==> src/rtl/connect4_pkg.sv <==
// Shared constants, cell codes, colours and FSM states for the Connect 4 board drawer.
package connect4_pkg;

    localparam int BOARD_ROWS = 6;
    localparam int BOARD_COLS = 7;

    typedef enum logic [1:0] {
        CELL_EMPTY = 2'b00,
        CELL_P1    = 2'b01,
        CELL_P2    = 2'b10,
        CELL_BAD   = 2'b11
    } cell_t;

    localparam logic [2:0] COL_EMPTY    = 3'b000;
    localparam logic [2:0] COL_P1       = 3'b100;
    localparam logic [2:0] COL_P2       = 3'b110;
    localparam logic [2:0] COL_BAD      = 3'b101;
    localparam logic [2:0] COL_GRID     = 3'b001;
    localparam logic [2:0] COL_GRID_WIN = 3'b010;

    typedef enum logic [2:0] {
        S_IDLE,
        S_CURSOR,
        S_FETCH,
        S_WAIT,
        S_DRAW,
        S_DONE
    } state_t;

    function automatic logic [2:0] cell_colour(input logic [1:0] code);
        logic [2:0] c;
        case (cell_t'(code))
            CELL_EMPTY: c = COL_EMPTY;
            CELL_P1:    c = COL_P1;
            CELL_P2:    c = COL_P2;
            default:    c = COL_BAD;
        endcase
        return c;
    endfunction

endpackage

==> src/rtl/c4_cell_raster.sv <==
// dx/dy scan counter for one CELL_SIZE x CELL_SIZE square, dx fastest; wraps to 0 after the last pixel.
module c4_cell_raster #(
    parameter int CELL_SIZE = 16,
    localparam int W = $clog2(CELL_SIZE)
) (
    input  logic         CLOCK_50,
    input  logic         Resetn,
    input  logic         clr,
    input  logic         en,
    output logic [W-1:0] dx,
    output logic [W-1:0] dy,
    output logic         last
);

    always_ff @(posedge CLOCK_50 or negedge Resetn) begin
        if (!Resetn) begin
            dx <= '0;
            dy <= '0;
        end else if (clr) begin
            dx <= '0;
            dy <= '0;
        end else if (en) begin
            dx <= dx + 1'b1;
            if (dx == '1)
                dy <= dy + 1'b1;
        end
    end

    assign last = (dx == '1) && (dy == '1);

endmodule

==> src/rtl/connect4_board_drawer.sv <==
// Scans the 42 board cells through a registered read port and streams pixels to the VGA adapter.
// Optional cursor band before the board: define CONNECT4_CURSOR_EN.
module connect4_board_drawer
    import connect4_pkg::*;
#(
    parameter int CELL_SIZE = 16,
    parameter int ORIGIN_X  = 24,
    parameter int ORIGIN_Y  = 8
) (
    input  logic       CLOCK_50,
    input  logic       Resetn,
    input  logic       refresh,
    input  logic       win,
    input  logic [2:0] cur_col,
    input  logic       p2_turn,
    output logic [5:0] cell_addr,
    input  logic [1:0] cell_data,
    output logic [7:0] vga_x,
    output logic [6:0] vga_y,
    output logic [2:0] vga_colour,
    output logic       vga_plot,
    output logic       busy,
    output logic       done
);

    localparam int RW = $clog2(CELL_SIZE);
    localparam logic [2:0] LAST_ROW = 3'(BOARD_ROWS - 1);
    localparam logic [2:0] LAST_COL = 3'(BOARD_COLS - 1);
`ifdef CONNECT4_CURSOR_EN
    localparam state_t FIRST_ST = S_CURSOR;
`else
    localparam state_t FIRST_ST = S_FETCH;
`endif

    state_t          state, state_nxt;
    logic            load;
    logic [2:0]      row, col;
    logic [1:0]      cell_q;
    logic            win_q, pending;
    logic [RW-1:0]   dx, dy;
    logic            last_px, drawing;
    logic [7:0]      px_x, px_y;
    logic [2:0]      px_c;
    logic [7:0]      x_hold;
    logic [6:0]      y_hold;
    logic [2:0]      c_hold;
    logic            unused_y_msb;

`ifdef CONNECT4_CURSOR_EN
    logic [2:0] cur_col_q;
    logic       p2_q;
`else
    logic       unused_cursor;
    assign unused_cursor = ^{cur_col, p2_turn};
`endif

    assign drawing = (state == S_DRAW) || (state == S_CURSOR);

    c4_cell_raster #(.CELL_SIZE(CELL_SIZE)) u_raster (
        .CLOCK_50 (CLOCK_50),
        .Resetn   (Resetn),
        .clr      (!drawing),
        .en       (drawing),
        .dx       (dx),
        .dy       (dy),
        .last     (last_px)
    );

    always_comb begin
        state_nxt = state;
        load      = 1'b0;
        case (state)
            S_IDLE:   if (refresh) begin
                          load      = 1'b1;
                          state_nxt = FIRST_ST;
                      end
            S_CURSOR: if (last_px && col == LAST_COL) state_nxt = S_FETCH;
            S_FETCH:  state_nxt = S_WAIT;
            S_WAIT:   state_nxt = S_DRAW;
            S_DRAW:   if (last_px)
                          state_nxt = (row == LAST_ROW && col == LAST_COL) ? S_DONE : S_FETCH;
            S_DONE:   if (pending || refresh) begin
                          // queued request restarts straight away, busy never drops
                          load      = 1'b1;
                          state_nxt = FIRST_ST;
                      end else begin
                          state_nxt = S_IDLE;
                      end
            default:  state_nxt = S_IDLE;
        endcase
    end

    always_ff @(posedge CLOCK_50 or negedge Resetn) begin
        if (!Resetn) state <= S_IDLE;
        else         state <= state_nxt;
    end

    always_ff @(posedge CLOCK_50 or negedge Resetn) begin
        if (!Resetn) begin
            busy    <= 1'b0;
            pending <= 1'b0;
            win_q   <= 1'b0;
            row     <= '0;
            col     <= '0;
            cell_q  <= '0;
            x_hold  <= '0;
            y_hold  <= '0;
            c_hold  <= '0;
        end else begin
            if (load)                 busy <= 1'b1;
            else if (state == S_DONE) busy <= 1'b0;

            if (state == S_DONE)      pending <= 1'b0;
            else if (busy && refresh) pending <= 1'b1;

            if (load) begin
                win_q <= win;
                row   <= '0;
                col   <= '0;
            end else if (state == S_CURSOR && last_px) begin
                col <= (col == LAST_COL) ? 3'd0 : col + 3'd1;
            end else if (state == S_DRAW && last_px) begin
                if (col == LAST_COL) begin
                    col <= '0;
                    row <= (row == LAST_ROW) ? 3'd0 : row + 3'd1;
                end else begin
                    col <= col + 3'd1;
                end
            end

            if (state == S_WAIT) cell_q <= cell_data;

            if (drawing) begin
                x_hold <= px_x;
                y_hold <= px_y[6:0];
                c_hold <= px_c;
            end
        end
    end

`ifdef CONNECT4_CURSOR_EN
    always_ff @(posedge CLOCK_50 or negedge Resetn) begin
        if (!Resetn) begin
            cur_col_q <= '0;
            p2_q      <= 1'b0;
        end else if (load) begin
            cur_col_q <= cur_col;
            p2_q      <= p2_turn;
        end
    end
`endif

    always_comb begin
        px_x = 8'(ORIGIN_X) + 8'(col) * 8'(CELL_SIZE) + 8'(dx);
        px_y = 8'(ORIGIN_Y) + (8'(row) + 8'd1) * 8'(CELL_SIZE) + 8'(dy);
        if (dx == '0 || dy == '0) px_c = win_q ? COL_GRID_WIN : COL_GRID;
        else                      px_c = cell_colour(cell_q);
`ifdef CONNECT4_CURSOR_EN
        if (state == S_CURSOR) begin
            px_y = 8'(ORIGIN_Y) + 8'(dy);
            px_c = (col == cur_col_q) ? (p2_q ? COL_P2 : COL_P1) : COL_EMPTY;
        end
`endif
    end

    assign unused_y_msb = px_y[7];
    assign cell_addr    = 6'(row) * 6'(BOARD_COLS) + 6'(col);
    assign vga_plot     = drawing;
    assign vga_x        = drawing ? px_x      : x_hold;
    assign vga_y        = drawing ? px_y[6:0] : y_hold;
    assign vga_colour   = drawing ? px_c      : c_hold;
    assign done         = (state == S_DONE);

endmodule

==> config.mk <==
export PLATFORM = sky130hd
export DESIGN_NAME = connect4_board_drawer
export DESIGN_NICKNAME = d
export VERILOG_FILES = /design/src/rtl/connect4_pkg.sv /design/src/rtl/c4_cell_raster.sv /design/src/rtl/connect4_board_drawer.sv
export SDC_FILE = /design/constraint.sdc
export NUM_CORES = 1
export LEC_CHECK = 0
export ABC_CLOCK_PERIOD_IN_PS = 3900
export BUFFER_PORTS_ARGS = -buffer_cell sky130_fd_sc_hd__buf_4
export CORE_ASPECT_RATIO = 1.1
export CORE_MARGIN = 2
export CORE_UTILIZATION = 45
export DETAILED_ROUTE_END_ITERATION = 12
export PLACE_DENSITY_LB_ADDON = 0.15
export RECOVER_POWER = 100
export SKIP_CTS_REPAIR_TIMING = 1
export SLEW_MARGIN = 40
export SYNTH_ARGS = -nofsm -noshare
export SYNTH_HDL_FRONTEND = slang
export SYNTH_HIERARCHICAL = 1
export SYNTH_SLANG_ARGS = --single-unit
==> constraint.sdc <==
create_clock -name CLOCK_50 -period 3.9 [get_ports CLOCK_50]
set_clock_uncertainty 0.05 [all_clocks]
set_input_delay 0.195 -clock CLOCK_50 [delete_from_list [all_inputs] [get_ports CLOCK_50]]
set_output_delay 0.195 -clock CLOCK_50 [all_outputs]
set_load 0.05 [all_outputs]
==> qor.csv <==
stage,metric,value,unit
critical_path,Worst EP arrival,3210,ps
logic_synthesis,cell area after synthesis,2283,sq um
die,Die H,78.71,um
critical_path,Critical R2R Launch,state[0],
outcome,failing checks,"capacitance limit, slew limit",
cells_and_area,n_diodes,0,
clocking,Clock Tree Buf Depth,2,
logic_synthesis,"count leader, synth",dfrtp_1,
placement,GPL Wtd Cong,0.7738,
routing,Starting DRT DRC Count,52,
sta,final setup TNS,0,ps
logic_synthesis,Post-Syn Nets,244,
logic_synthesis,post-synth cell types,43,
critical_path,Worst Setup EP,cell_addr[5],
pwr,total power,1.905,mW
clocking,clock sink count,40,
pwr,Lkg Pwr,1.168,nW
critical_path,Reg2Reg Depth,6,
logic_synthesis,ys async rst share,100.0,%
die,die area,5661,sq um
sta,"Slew Viols, Final",41,
placement,# port buffers,32,
die,io pins,37,
logic_synthesis,ys flop type,dfrtp_1,
clocking,CTS H-tree lvls,2,
logic_synthesis,top post-synthesis cells by area,"dfrtp_1 44%, ha_1 8.8%, o21ai_0 5.0%",
global_routing,vias in the first global route,1637,
logic_synthesis,"EDFF count, synth",0,
cells_and_area,fraction of layout instances using a drive strength above 1,8.871,%
hold_path,Min-Delay Startpoint,cell_data[0],
routing,WL final,4481,um
placement,HPWL after DPL,3099,um
critical_path,critical path start-end classification,reg -> out,
global_routing,largest net degree at the start of global routing,41,
routing,vias per inst,5.582,
global_routing,total gr overflow,0,
routing,wire per inst,14.64,um
routing,Vias,1708,
logic_synthesis,Synth area leader,dfrtp_1,
critical_path,RR Endpoint,u_raster/dy[3],
die,Initial Util,45.98,%
routing,Pre-Repair DR Iteration Count,4,
flow_run,number of max-cap violations,1,
global_routing,first-pass GRT wire length,7824,um
outcome,status,finished with violations,
sta,Hold WS,76.88,ps
critical_path,CP Launch Type,flip-flop,
routing,Routed Antenna Nets,0,
sta,Slew HR,-47.23,%
clocking,root buffer cell,clkbuf_8,
placement,dpl cell area,2552,sq um
sta,RSZ-0062 raised after global routing,no,
logic_synthesis,top-area cell type share of the netlist area,43.84,%
clocking,"Reg clk slew, reported paths",80,ps
sta,period utilization,88.47,%
critical_path,crit path max fanout,7,
placement,Placed Instances,297,
hold_path,hold depth,2,
cells_and_area,# nets final,277,
logic_synthesis,sequential area share after synthesis,43.84,%
sta,f_max,289.8,MHz
logic_synthesis,leading cell types by count after synthesis,"40 x dfrtp_1, 23 x o21ai_0, 16 x ha_1, 15 x inv_1, 13 x a21oi_1",
cells_and_area,area grow syn2layout,12.00,%
clocking,Num CTS Buffers,5,
logic_synthesis,gate count of the mapped netlist,214,
pwr,pwr/cell area,745.0,nW/um^2
critical_path,CP required,3650,ps
sta,final count of negative-setup-slack endpoints,0,
cells_and_area,final instance area,2557,sq um
clocking,CTS tree,yes,
clocking,"Clk Latency, worst-skew pair",290,ps
logic_synthesis,YS warnings,6,
routing,drt drc,0,
sta,Worst Max-Slew Pin Slew,2208,ps
global_routing,initial antenna violation count,0,
sta,minimum clock period after layout,3450,ps
critical_path,Critical Path End Type,output pin,
critical_path,CP startpoint,row[0],
die,die width,71.92,um
critical_path,reg2reg setup slack,1330,ps
global_routing,gr usage total,17.61,%
logic_synthesis,Synth Register Bits,40,
sta,final hold vios,0,
pwr,VDD IR max,0.4431,mV
hold_path,path type of the worst min-delay path,in -> reg,
cells_and_area,final std cells w/o fill,306,
die,core area,4966,sq um
logic_synthesis,Post-Syn Area per Cell,10.67,sq um
die,standard-cell row count,27,
## logic make-up after synthesis
kind of cell	count (synthesis)	synth area share, %
compound gates	60	16.11
fa+ha+maj	20	12.27
flops	40	43.84
mux	12	5.808
simple gates	44	11.73
buf+inv	24	4.876
xor+xnor	14	5.370
## how the worst min path moves through the flow
stage,slack (ps),end
5_1_grt,80,win_q
4_1_cts,-160,y_hold[0]
6_report,80,cell_q[0]
3_3_place_gp,160,y_hold[1]
3_5_place_dp,160,u_raster/dy[1]
2_1_floorplan,-150,busy
## metal layers
layer | global-route usage (%) | share of wire [%] | vias to the layer above
li1 | - | - | 831
met1 | 24.75 | 47 | 836
met2 | 26.20 | 47 | 34
met3 | 4.188 | 4.1 | 7
met4 | 6.981 | 1.5 | 0
met5 | 0 | 0 | -
## metrics by stage
step / setup WS, ps / utilization (%)
finish: 449.7 / 51.50
global route: 287.0 / 51.50
CTS: 505.1 / 53.84
detailed placement: 829.7 / 51.40
global placement: 887.8 / 51.40
floorplan: 68.03 / -
## placed cells by master (no fill, tap or decap), drive strengths merged
master and n:
or4b 2, nor2 12, o31ai 2, o21ai 23
or3 2, mux2 10, or4 3, inv 16
nor3b 1, o311a 1, clkbuf 35, ha 16
nand2 6, dfrtp 40, a31o 1, o32a 1
buf 4, nand4 5, nand4b 2, dlygate4sd3 1
nand3 3, a21o 5, xor2 7, a21oi 14
fa 4, clkinv 1, mux2i 2, bufinv 1
a211oi 1, nand3b 1, a311oi 1, a31oi 4
o211ai 2, nor2b 4, or3b 3, o21a 3
a21bo 1, xnor2 7, o41ai 1
## final cells by class
cell class | instances | area (sq um)
fill | 507 | 2409
multi-input combinational | 150 | 1152
sequential | 40 | 1001
timing repair buffer | 34 | 150.1
clock buffer | 6 | 82.58
tap | 58 | 72.57
inverter | 16 | 60.06
clock inverter | 2 | 38.79
## registers in the layout (all words and copies together) (netlist names)
| signal | cells |
|---|---|
| x_hold | 8 |
| y_hold | 7 |
| u_raster/dx | 4 |
| u_raster/dy | 4 |
| c_hold | 3 |
| col | 3 |
| row | 3 |
| state | 3 |
| cell_q | 2 |
| busy | 1 |
| pending | 1 |
| win_q | 1 |
## power breakdown
| group | internal [mW] | switching (mW) |
|---|---|---|
| clock network | 0.209 | 0.152 |
| logic | 0.225 | 0.689 |
| registers | 0.517 | 0.113 |
## worst max-delay path: stages, from the launching register on
cell and delay [ps]:
dfrtp_1 480, fa_1 560, inv_1 50, fa_1 500, inv_1 70, fa_1 450
a21o_1 200, a21oi_1 170, xnor2_1 140, clkbuf_2 290
Note: power is estimated with default switching activity, not from simulation.
